### src/rtl/fsmc_pkg.sv
// Shared constants for the FSMC bus slave: default parameters and one-hot state encoding.
package fsmc_pkg;

  localparam int ADRW_DEF        = 8;
  localparam int DATW_DEF        = 16;
  localparam int SYNC_STAGES_DEF = 2;
  localparam int RD_TIMEOUT_DEF  = 15;

  localparam int IDLE_IDX     = 0;
  localparam int WRITE_IDX    = 1;
  localparam int RD_WAIT_IDX  = 2;
  localparam int RD_DRIVE_IDX = 3;
  localparam int NUM_STATES   = 4;

  typedef enum logic [NUM_STATES-1:0] {
    IDLE     = 4'(1 << IDLE_IDX),
    WRITE    = 4'(1 << WRITE_IDX),
    RD_WAIT  = 4'(1 << RD_WAIT_IDX),
    RD_DRIVE = 4'(1 << RD_DRIVE_IDX)
  } state_e;

endpackage

### src/rtl/fsmc_bus_slave_sync_chain.sv
// Multi-flop synchroniser whose flops reset to all-ones so that active-low strobes read as idle.
module sync_chain #(
  parameter int W      = 1,
  parameter int STAGES = 2
) (
  input  logic         clk,
  input  logic         nrst,
  input  logic [W-1:0] d_i,
  output logic [W-1:0] q_o
);

  logic [W-1:0] stage_q [STAGES];

  always_ff @(posedge clk) begin
    if (!nrst) begin
      for (int i = 0; i < STAGES; i++) stage_q[i] <= '1;
    end else begin
      stage_q[0] <= d_i;
      for (int i = 1; i < STAGES; i++) stage_q[i] <= stage_q[i-1];
    end
  end

  assign q_o = stage_q[STAGES-1];

endmodule

### src/rtl/fsmc_bus_slave.sv
// FSMC asynchronous-bus slave: synchronises the strobes, latches address/data, and
// turns bus cycles into single-cycle register read/write requests.
module fsmc_bus_slave
  import fsmc_pkg::*;
#(
  parameter int ADRW        = ADRW_DEF,
  parameter int DATW        = DATW_DEF,
  parameter int SYNC_STAGES = SYNC_STAGES_DEF,
  parameter int RD_TIMEOUT  = RD_TIMEOUT_DEF
) (
  input  logic                clk,
  input  logic                nrst,
  input  logic                aNE,
  input  logic                aNOE,
  input  logic                aNWE,
  input  logic [DATW/8-1:0]   aNBL,
  input  logic [ADRW-1:0]     aAn,
  input  logic [DATW-1:0]     aDn,
  output logic                aNWAIT,
  output logic [ADRW-1:0]     r_adr,
  output logic                do_read,
  input  logic [DATW-1:0]     read_data,
  input  logic                read_valid,
  output logic [ADRW-1:0]     w_adr,
  output logic                do_write,
  output logic [DATW-1:0]     w_data,
  output logic [DATW/8-1:0]   w_be,
  output logic                io_output,
  output logic [DATW-1:0]     io_data,
  output logic                rd_timeout
);

  localparam int NB = DATW / 8;
  localparam int CW = $clog2(RD_TIMEOUT + 1);

  logic          sNE, sNOE, sNWE;
  logic [NB-1:0] sNBL;

  sync_chain #(
    .W      (3 + NB),
    .STAGES (SYNC_STAGES)
  ) u_sync (
    .clk  (clk),
    .nrst (nrst),
    .d_i  ({aNE, aNOE, aNWE, aNBL}),
    .q_o  ({sNE, sNOE, sNWE, sNBL})
  );

  state_e            state_q, state_d;
  logic [CW-1:0]     cnt_q, cnt_d;
  logic [ADRW-1:0]   r_adr_q, r_adr_d, w_adr_q, w_adr_d;
  logic [DATW-1:0]   w_data_q, w_data_d, io_data_q, io_data_d;
  logic [NB-1:0]     w_be_q, w_be_d;
  logic              do_write_q, do_write_d, do_read_q, do_read_d;
  logic              rd_timeout_q, rd_timeout_d;
  logic              armed_q, armed_d;
  logic [SYNC_STAGES-1:0] fill_q;

  // fill_q marks when the synchroniser holds post-reset samples; only then can sNE arm the slave,
  // so a bus cycle already low across reset is ignored until the master deasserts aNE.
  assign armed_d = armed_q | (fill_q[SYNC_STAGES-1] & sNE);

  always_ff @(posedge clk) begin
    if (!nrst) begin
      state_q      <= IDLE;
      cnt_q        <= '0;
      r_adr_q      <= '0;
      w_adr_q      <= '0;
      w_data_q     <= '0;
      w_be_q       <= '0;
      io_data_q    <= '0;
      do_write_q   <= 1'b0;
      do_read_q    <= 1'b0;
      rd_timeout_q <= 1'b0;
      armed_q      <= 1'b0;
      fill_q       <= '0;
    end else begin
      state_q      <= state_d;
      cnt_q        <= cnt_d;
      r_adr_q      <= r_adr_d;
      w_adr_q      <= w_adr_d;
      w_data_q     <= w_data_d;
      w_be_q       <= w_be_d;
      io_data_q    <= io_data_d;
      do_write_q   <= do_write_d;
      do_read_q    <= do_read_d;
      rd_timeout_q <= rd_timeout_d;
      armed_q      <= armed_d;
      fill_q       <= {fill_q[SYNC_STAGES-2:0], 1'b1};
    end
  end

  always_comb begin
    state_d      = state_q;
    cnt_d        = cnt_q;
    r_adr_d      = r_adr_q;
    w_adr_d      = w_adr_q;
    w_data_d     = w_data_q;
    w_be_d       = w_be_q;
    io_data_d    = io_data_q;
    do_write_d   = 1'b0;
    do_read_d    = 1'b0;
    rd_timeout_d = 1'b0;
    unique case (state_q)
      IDLE: begin
        if (armed_q && !sNE && !sNWE) begin
          w_adr_d    = aAn;
          w_data_d   = aDn;
          w_be_d     = ~sNBL;
          do_write_d = 1'b1;
          state_d    = WRITE;
        end else if (armed_q && !sNE && !sNOE) begin
          r_adr_d   = aAn;
          do_read_d = 1'b1;
          cnt_d     = '0;
          state_d   = RD_WAIT;
        end
      end
      WRITE: begin
        if (sNE || sNWE) state_d = IDLE;
      end
      RD_WAIT: begin
        // Master abort outranks both data arrival and timeout.
        if (sNE || sNOE) begin
          state_d = IDLE;
        end else if (read_valid) begin
          io_data_d = read_data;
          state_d   = RD_DRIVE;
        end else begin
          cnt_d = cnt_q + 1'b1;
          if (cnt_d == CW'(RD_TIMEOUT)) begin
            io_data_d    = '1;
            rd_timeout_d = 1'b1;
            state_d      = RD_DRIVE;
          end
        end
      end
      RD_DRIVE: begin
        if (sNE || sNOE) state_d = IDLE;
      end
      default: state_d = IDLE;
    endcase
  end

  assign aNWAIT     = ~state_q[RD_WAIT_IDX];
  assign io_output  = state_q[RD_DRIVE_IDX] & ~sNE & ~sNOE;
  assign r_adr      = r_adr_q;
  assign w_adr      = w_adr_q;
  assign w_data     = w_data_q;
  assign w_be       = w_be_q;
  assign io_data    = io_data_q;
  assign do_write   = do_write_q;
  assign do_read    = do_read_q;
  assign rd_timeout = rd_timeout_q;

endmodule

### config.mk
export PLATFORM = sky130hd
export DESIGN_NAME = fsmc_bus_slave
export DESIGN_NICKNAME = d
export VERILOG_FILES = /design/src/rtl/fsmc_pkg.sv /design/src/rtl/fsmc_bus_slave_sync_chain.sv /design/src/rtl/fsmc_bus_slave.sv
export SDC_FILE = /design/constraint.sdc
export NUM_CORES = 1
export LEC_CHECK = 0
export CAP_MARGIN = 25
export CELL_PAD_IN_SITES_DETAIL_PLACEMENT = 0
export CELL_PAD_IN_SITES_GLOBAL_PLACEMENT = 2
export CORE_ASPECT_RATIO = 0.9
export CORE_MARGIN = 2
export CORE_UTILIZATION = 38
export CTS_BUF_LIST = sky130_fd_sc_hd__clkbuf_16
export CTS_CLUSTER_SIZE = 40
export DETAILED_ROUTE_END_ITERATION = 10
export DONT_BUFFER_PORTS = 1
export PLACE_DENSITY_LB_ADDON = 0.08
export SYNTH_ARGS = -nofsm -noshare
export SYNTH_HDL_FRONTEND = slang
export SYNTH_SLANG_ARGS = --single-unit
### constraint.sdc
create_clock -name clk -period 6.1 [get_ports clk]
set_input_delay 1.22 -clock clk [delete_from_list [all_inputs] [get_ports clk]]
set_output_delay 1.22 -clock clk [all_outputs]
set_load 0.02 [all_outputs]
# Yosys cells after proc, flatten, opt, wreduce, memory -nomap -nowiden
# Memory sizes are Yosys's and may differ from the RTL's.
# Index checks and enable logic that the tools add are counted.
# totals
mem_bits_rw	10
inputBits	48
register_bits	64
memories	1
elab_cells	84
out_inout_bits	55
# op_classes
n_eq_ne	13
add_sub_neg	1
n_reduce_logical	18
mux	23
bitwise	15
# mem_list
memory	depth	width	read_ports	rd_ports_with_merged_regs	write_ports	line	rtl
u_sync.stage_q	2	5	2	0	2	fsmc_bus_slave_sync_chain.sv:12	logic [W-1:0] stage_q [STAGES];
# ops
operator	count
two-way mux 4 bit	11
two-way mux 16 bit	2
case mux 4 bit (4 select lines)	1
inequality test 2 bit (second input constant)	6
two-way mux 5 bit	2
equality test 4 bit (second input constant)	2
inverter 1 bit	8
case mux 4 bit (2 select lines)	1
two-way mux 1 bit	6
AND reduction 3 bit	2
AND reduction 5 bit	1
adder 4 x 1 -> 4 bit (second input constant)	1
equality test 4 x 1 -> 1 bit (second input constant)	1
equality test 4 x 2 -> 1 bit (second input constant)	1
equality test 4 x 3 -> 1 bit (second input constant)	1
inequality test 4 bit (second input constant)	1
AND reduction 2 bit	2
AND reduction 4 bit	1
nonzero test 2 bit	2
OR reduction 4 bit	1
bitwise AND 1 bit	3
logical AND 1 bit	3
zero test 1 bit	3
inequality test 3 bit (second input constant)	1
4 further kinds	7

# Logic depth before layout (Yosys ltp)
# Gate-level depths: netlist of run 1.
# An unclocked memory read counts as a cell.
# depth
ltp_word	7
mapped_depth	6
depth_no_buf	5

# Modules after synthesis
# Synthesis of run 1 repeated with hierarchy kept, for this count alone.
# hier_totals
hier_cells	277
hier_area_um2	2698.8
# by_module_without_submodules
module	cells_per_inst	seq_area_each_um2	area_each_um2	instances
fsmc_bus_slave	252	1281.2	2398.6	1
sync_chain	25	200.2	300.3	1

# Worst setup path before layout of run 1
# No wires, ideal clock.
# synth_timing
path_type	input port to flip-flop
start	input read_valid
end	register cnt_q[1]
stages	4
n_path_buf	0
t_required_ns	5.972
slack_ns	3.737
setup_ns	0.128
arrival_ns	2.235
path_cell_list	or3b_2 > a21oi_1 > mux2i_1 > nor2_1
# synth_via
elab_chain_cells	2
# synth_lines
item	line	rtl
start: declaration	fsmc_bus_slave.sv:23	input logic read_valid,
inequality test 2 bit (no source line)	-	
AND reduction 5 bit (no source line)	-	
end signal: assignment	fsmc_bus_slave.sv:79	cnt_q <= cnt_d;
end: declaration	fsmc_bus_slave.sv:50	logic [CW-1:0] cnt_q, cnt_d;
# No other way between the ends.
# A chain may end at the register's enable or synchronous reset.

# Worst setup path after layout of run 1
# layout_timing
start	register state_q[3]
end	output io_output
# layout_via
elab_chain_cells	2
# layout_lines
item	line	rtl
start: declaration	fsmc_bus_slave.sv:49	state_e state_q, state_d;
start signal: assignment	fsmc_bus_slave.sv:78	state_q <= state_d;
bitwise AND 1 bit (2 in series)	fsmc_bus_slave.sv:146	assign io_output = state_q[RD_DRIVE_IDX] & ~sNE & ~sNOE;
end: declaration	fsmc_bus_slave.sv:28	output logic io_output,
# No other way between the ends.

==> impl_metrics.yaml, run 1 <==
power_and_ir_drop:
  internal_power_uw: 857.5
  switching_power_uw: 217.7
  power_switching_share: 0.2025
  p_per_area_mw_per_mm2: 347.2
  pwr-share-clk: 0.514
  peakVddDrop_mv: 0.1844
  combPwrFrac: 0.024
  seqPwrFrac: 0.462
  leakage_uw: 0.001110
min_path:
  hp-class: "register to register"
  min_delay_path_depth: 1
  hold_start: "u_sync.stage_q[0][6]$_SDFF_PN1_"
  min_to: "w_be[1]$_SDFFE_PN0P_"
critical_path:
  r2r_end: "w_be[0]$_SDFFE_PN0P_"
  crit_fanout: 8
  cp.required_ns: 4.88
  critPathKind: "register to output pin"
  cp-start-kind: "register"
  cp_data_arrival_time_ns: 1.22
  crit_slowest_cell: "dfxtp_1"
  r2r_slack_ns: 3.91
  endpoint_kind: "output pin"
  r2r_cells: 5
  cp.buffers_inverters: 0
  critical_path.top_delay_family: "simple AND/OR/NAND/NOR gates"
  reg2reg_from: "state_q[2]$_SDFFE_PN0P_"
  crit_chain: "nand2b_1, nor2_1"
  critPathMaxStageDelay_ns: 0.43
global_route:
  grt_pass1_vias: 1849
  overflow: 0
  grt_pass1_wl_mm: 9.177
  grt_max_degree: 39
  antenna_found_initial: 0
  track_usage: 0.1525
sta:
  period_share: 0.4004
  max_freq_mhz: 409.4
  hold_violations: 0
  setup_viol: 0
  maxSlewHeadroom: 0.5566
  period_minus_slack_ns: 2.442
  drv_slew: 0
  rsz0062_at_grt: "false"
  worst_pin_slew_ns: 0.6631
  fin_skew_ns: 0.006911
  timing.hold.ws_ns: 0.4028
  tns_ns: 0
drt:
  ant_nets: 0
  postRouteWirelength_mm: 5.689
  drt_pass1_iterations: 6
  viasPerCell: 5.173
  vias: 1940
  drtIter0Drc: 80
  drc: 0
  wl_per_cell_um: 15.17
final_layout:
  layout.nets: 327
  postLayoutCoreUtil: 0.4445
  drive_above_1_share: 0.1170
  stdcell_count: 375
  syn_to_final_growth_pct: 14.48
  antenna_cells: 0
  fill_cells: 681
synthesis:
  synth_area_per_cell_um2: 9.731
  synth_cells: 278
  synth_fa_ha_area_frac: 0.009251
  synthMuxAreaShare: 0.03330
  synth-simple-area-share: 0.2077
  yosysWarnings: 0
  async_reset_ff_frac: 0
  ys_seq_area_frac: 0.5476
  synthTopCellsByArea: "dfxtp_1, nand2_1, a21oi_1"
  synth.distinct_cells: 44
  synth_edf_count: 0
  synth_area_leader_cell: "dfxtp_1"
  synth_most_common_cell: "dfxtp_1"
  yosysTopAreaCellShare: 0.5476
  syn_area_mm2: 0.002705
  syn_nets: 328
  synth_compound_area_frac: 0.1637
  synth_flop_cell: "dfxtp_1"
  synthTopCellsByCount: "dfxtp_1, nand2_1, a21oi_1, nor2_1, nand2b_1"
  synth_top_family_by_area: "simple AND/OR/NAND/NOR gates"
  ys_ff_latch: 74
  synth-xor-area-share: 0
clocking:
  clock_latency_ns: 0.33
  root_buffer: "clkbuf_16"
  cts_tree: "built"
  cts_setup_buffers: 0
  clock_sinks: 74
  max-clock-path-buffers: 2
  cts_hold_buf: 0
  cts_resized: 0
  path_clk_slew_ns: 0.06
  cts_buffers: 9
  h-tree-depth: 3
floorplanning:
  ios: 103
  die_height_um: 84.04
  dieArea_mm2: 0.007810
  start_util: 0.3883
  coreArea_mm2: 0.006967
  row_count: 29
  die_x_um: 92.94
placed_design:
  port_buffers: 0
  gp_congestion: 0.7378
  place_inst: 359
  dpl.hpwl_mm: 3.829
outcome:
  status: "complete, no violations"
run:
  maxCapViolations: 0
routing by layer:
layer	track usage	up-vias	share of wire
li1	-	967	-
met1	0.1816	895	0.44
met2	0.2306	70	0.45
met3	0.08401	8	0.099
met4	0.05615	0	0.012
met5	0	-	0
flip-flops by register name, indices dropped and copies added, names as in the netlist, 2 cells and up:
register and count:
io_data 16, w_data 16, u_sync.stage_q 10, r_adr 8
w_adr 8, cnt_q 4, state_q 4, fill_q 2
w_be 2
how the worst max path moves through the flow:
stage | from | slack [ns] | end | cells after the start
floorplan | read_valid | 3.74 | cnt_q[1]$_SDFFE_PN0P_ | 4
global placement | read_valid | 3.64 | cnt_q[1]$_SDFFE_PN0P_ | 4
detailed placement | read_valid | 3.62 | cnt_q[1]$_SDFFE_PN0P_ | 4
CTS | state_q[3]$_SDFFE_PN0P_ | 3.62 | io_output | 2
global route | state_q[3]$_SDFFE_PN0P_ | 3.52 | io_output | 2
finish | state_q[3]$_SDFFE_PN0P_ | 3.66 | io_output | 2
area by class of cell:
class                   instances  area, um^2  share of cell area
clock inverters                 7       93.84             0.03030
clock buffers                   9       225.2             0.07273
well taps                      93       116.4             0.03758
flip-flops and latches         74        1481              0.4784
multi-input cells             183        1120              0.3616
inverters                       6       22.52            0.007273
repair buffers                  3       37.54             0.01212
cell usage in the layout (no fill, tap or decap), drive strengths merged, types with 2 or more instances in the layout:
master	count
bufinv	2
nor2	23
a31oi	2
a21oi	29
nand4	2
inv	6
nor2b	2
o21a	2
nor3	3
nand2b	12
dfxtp	74
ha	2
clkbuf	9
clkinv	4
nand4b	2
or4b	2
a211oi	2
buf	3
o21ai	4
mux2i	9
nand2	50
o221a	16
nand3	4
metrics by stage:
step / total power [uW] / setup slack, ns / cell area (um^2)
after floorplan: 529.3 / 3.737 / 2705
after global placement: 533.8 / 3.642 / 2748
after detailed placement: 533.4 / 3.616 / 2778
after CTS: 1093 / 3.620 / 3097
after global routing: 1124 / 3.519 / 3097
final: 1075 / 3.658 / 3097
kinds of logic after synthesis:
group	after synthesis
compound gates	60
fa+ha+maj	2
buf+inv	21
flops	74
mux	9
simple gates	112
power by group through the flow:
stage	logic [uW]	clock network (uW)	registers, uW
2_1_floorplan	24.0	0	505
5_1_grt	29.2	597	498
3_5_place_dp	26.3	0	507
6_report	25.9	553	497
3_3_place_gp	26.7	0	507
4_1_cts	26.3	570	496
(Power assumes the default switching activity.)
==> inputs of run 2 (changes only) <==
--- a/config.mk
+++ b/config.mk
@@ -10,7 +10,7 @@
 export CELL_PAD_IN_SITES_GLOBAL_PLACEMENT = 2
 export CORE_ASPECT_RATIO = 0.9
 export CORE_MARGIN = 2
-export CORE_UTILIZATION = 38
+export CORE_UTILIZATION = 32
 export CTS_BUF_LIST = sky130_fd_sc_hd__clkbuf_16
 export CTS_CLUSTER_SIZE = 40
 export DETAILED_ROUTE_END_ITERATION = 10
==> constraint.sdc (replaced) <==
create_clock -name clk -period 2.2 [get_ports clk]
set_input_delay 0.44 -clock clk [delete_from_list [all_inputs] [get_ports clk]]
set_output_delay 0.44 -clock clk [all_outputs]
set_load 0.02 [all_outputs]
==> run 2 against run 1 <==
Sequential share of layout area shrank 1.1 points. Sequential power grew to 2.8 times the previous value. Worst hold slack worse by 0.26 ns. Die area rose by 18%. Critical path depth rose by 2. First-iteration DRC count up 10%. Worst setup slack got worse by 3.6 ns. Flip-flop and latch count did not move. Wire length grew 6.1%. Non-clock buffer count up 6.
==> impl_metrics.yaml, run 2 (synthesized netlist as in run 1, its figures left out) <==
outcome:
  status: "complete, no violations"
final_layout:
  final_common_cell: "dfxtp_1"
  fill_cells: 806
  postLayoutCoreUtil: 0.3894
  regArea_mm2: 0.001481
  mostFrequentLayoutCells: "dfxtp_1, nand2_1, a21oi_1"
  drive_above_1_share: 0.1354
  layout.nets: 333
  syn_to_final_growth_pct: 17.25
  multi_input_area_mm2: 0.001120
  antenna_cells: 0
  postLayoutCellArea_mm2: 0.003172
sta:
  fin_skew_ns: 0.006640
  hold_violations: 0
  drv_slew: 0
  tns_ns: 0
  fin_ws_ns: 0.09749
  max_freq_mhz: 475.6
  worst_pin_slew_ns: 0.5260
  period_share: 0.9557
  maxSlewHeadroom: 0.6494
  period_minus_slack_ns: 2.103
  setup_viol: 0
  rsz0062_at_grt: "false"
drt:
  drc: 0
  viasPerCell: 5.070
  ant_nets: 0
  drt_pass1_iterations: 6
  postRouteWirelength_mm: 6.035
  vias: 1962
  wl_per_cell_um: 15.59
  drtIter0Drc: 88
global_route:
  gr-usage-met2: 0.2178
  grt_max_degree: 41
  antenna_found_initial: 0
  overflow: 0
  track_usage: 0.1395
  grt.met1_usage: 0.1702
  grt_pass1_wl_mm: 9.929
  grt_util_met3: 0.06005
  top_usage_layer: "met2"
  grt_pass1_vias: 2002
clocking:
  root_buffer: "clkbuf_16"
  clock_sinks: 74
  h-tree-depth: 3
  cts_buffers: 9
  cts_resized: 0
  path_clk_slew_ns: 0.06
  clock_latency_ns: 0.32
  cts_setup_buffers: 0
  max-clock-path-buffers: 2
  cts_tree: "built"
  cts_hold_buf: 0
min_path:
  hold_start: "nrst"
  hp-class: "input pin to register"
  min_delay_path_depth: 0
  min_to: "fill_q[0]$_DFF_P_"
critical_path:
  endpoint_kind: "register"
  critPathKind: "register to register"
  r2r_cells: 4
  r2r_slack_ns: 0.1
  cp.required_ns: 2.42
  reg2reg_from: "u_sync.stage_q[0][9]$_SDFF_PN1_"
  crit_slowest_cell: "or4_4"
  cp-start-kind: "register"
  r2r_end: "io_data[3]$_SDFFE_PN0P_"
  crit_chain: "or4_4, or3_4, or2_1, o221a_2"
  critPathMaxStageDelay_ns: 0.53
  crit_fanout: 16
  cp_data_arrival_time_ns: 2.32
power_and_ir_drop:
  leakage_uw: 0.001153
  finalPower_uw: 3100
  peakVddDrop_mv: 0.4002
  p_per_area_mw_per_mm2: 977.5
floorplanning:
  start_util: 0.3321
  ios: 103
  dieArea_mm2: 0.009206
  die_height_um: 91.23
  coreArea_mm2: 0.008145
  row_count: 31
  die_x_um: 100.9
placed_design:
  dpl.hpwl_mm: 4.029
  pre_cts_slack_ns: 0.08324
  port_buffers: 0
  place_area_mm2: 0.002828
  gp_congestion: 0.8104
run:
  maxCapViolations: 0
[run 2: cell types whose count changed in the layout (fill, tap and decap cells not counted), sizes merged]
cell    delta
buf        +6
clkinv     -2
bufinv     +1
inv        +1
[run 2: worst max-delay path: cells and delay by family, from the launching register on]
kind,cells,cell delay [ns]
AOI/OAI and AO/OA,1,0.32
DFF,1,0.36
and+or+nand+nor,3,1.32
[run 2: how the worst max path moves through the flow]
stage	from	endpoint	slack (ns)	cells past startpoint
floorplan	state_q[1]$_SDFFE_PN0P_	io_data[10]$_SDFFE_PN0P_	0.17	6
global placement	u_sync.stage_q[0][9]$_SDFF_PN1_	io_data[5]$_SDFFE_PN0P_	0.10	4
detailed placement	u_sync.stage_q[0][9]$_SDFF_PN1_	io_data[5]$_SDFFE_PN0P_	0.08	4
CTS	u_sync.stage_q[0][9]$_SDFF_PN1_	io_data[3]$_SDFFE_PN0P_	0.09	4
global route	u_sync.stage_q[0][9]$_SDFF_PN1_	io_data[4]$_SDFFE_PN0P_	0.01	4
finish	u_sync.stage_q[0][9]$_SDFF_PN1_	io_data[3]$_SDFFE_PN0P_	0.1	4
[run 2: per-layer routing]
layer | vias to the layer above | part of all wire
li1 | 982 | -
met1 | 899 | 0.44
met2 | 74 | 0.45
met3 | 7 | 0.088
met4 | 0 | 0.012
met5 | - | 0
[run 2: area by class of cell]
type | count | area share
Clock buffer | 9 | 0.07101
Tap cell | 99 | 0.03905
Sequential cell | 74 | 0.4671
Clock inverter | 7 | 0.03748
Timing Repair Buffer | 9 | 0.02525
Multi-Input combinational cell | 183 | 0.3531
Inverter | 6 | 0.007101
[run 2: where the power goes]
group / switching, uW / internal [uW] / total (uW)
Sequential: 18.5 / 1360 / 1380
Clock: 545 / 1110 / 1650
Combinational: 42.4 / 29.3 / 71.7
[run 2: stage by stage]
stage | hold slack, ns | std cells
final | 0.1418 | 387
after global routing | 0.1172 | 387
after CTS | 0.1191 | 387
after detailed placement | 0.3940 | 371
after global placement | 0.3921 | 371
after floorplan | 0.3863 | 278
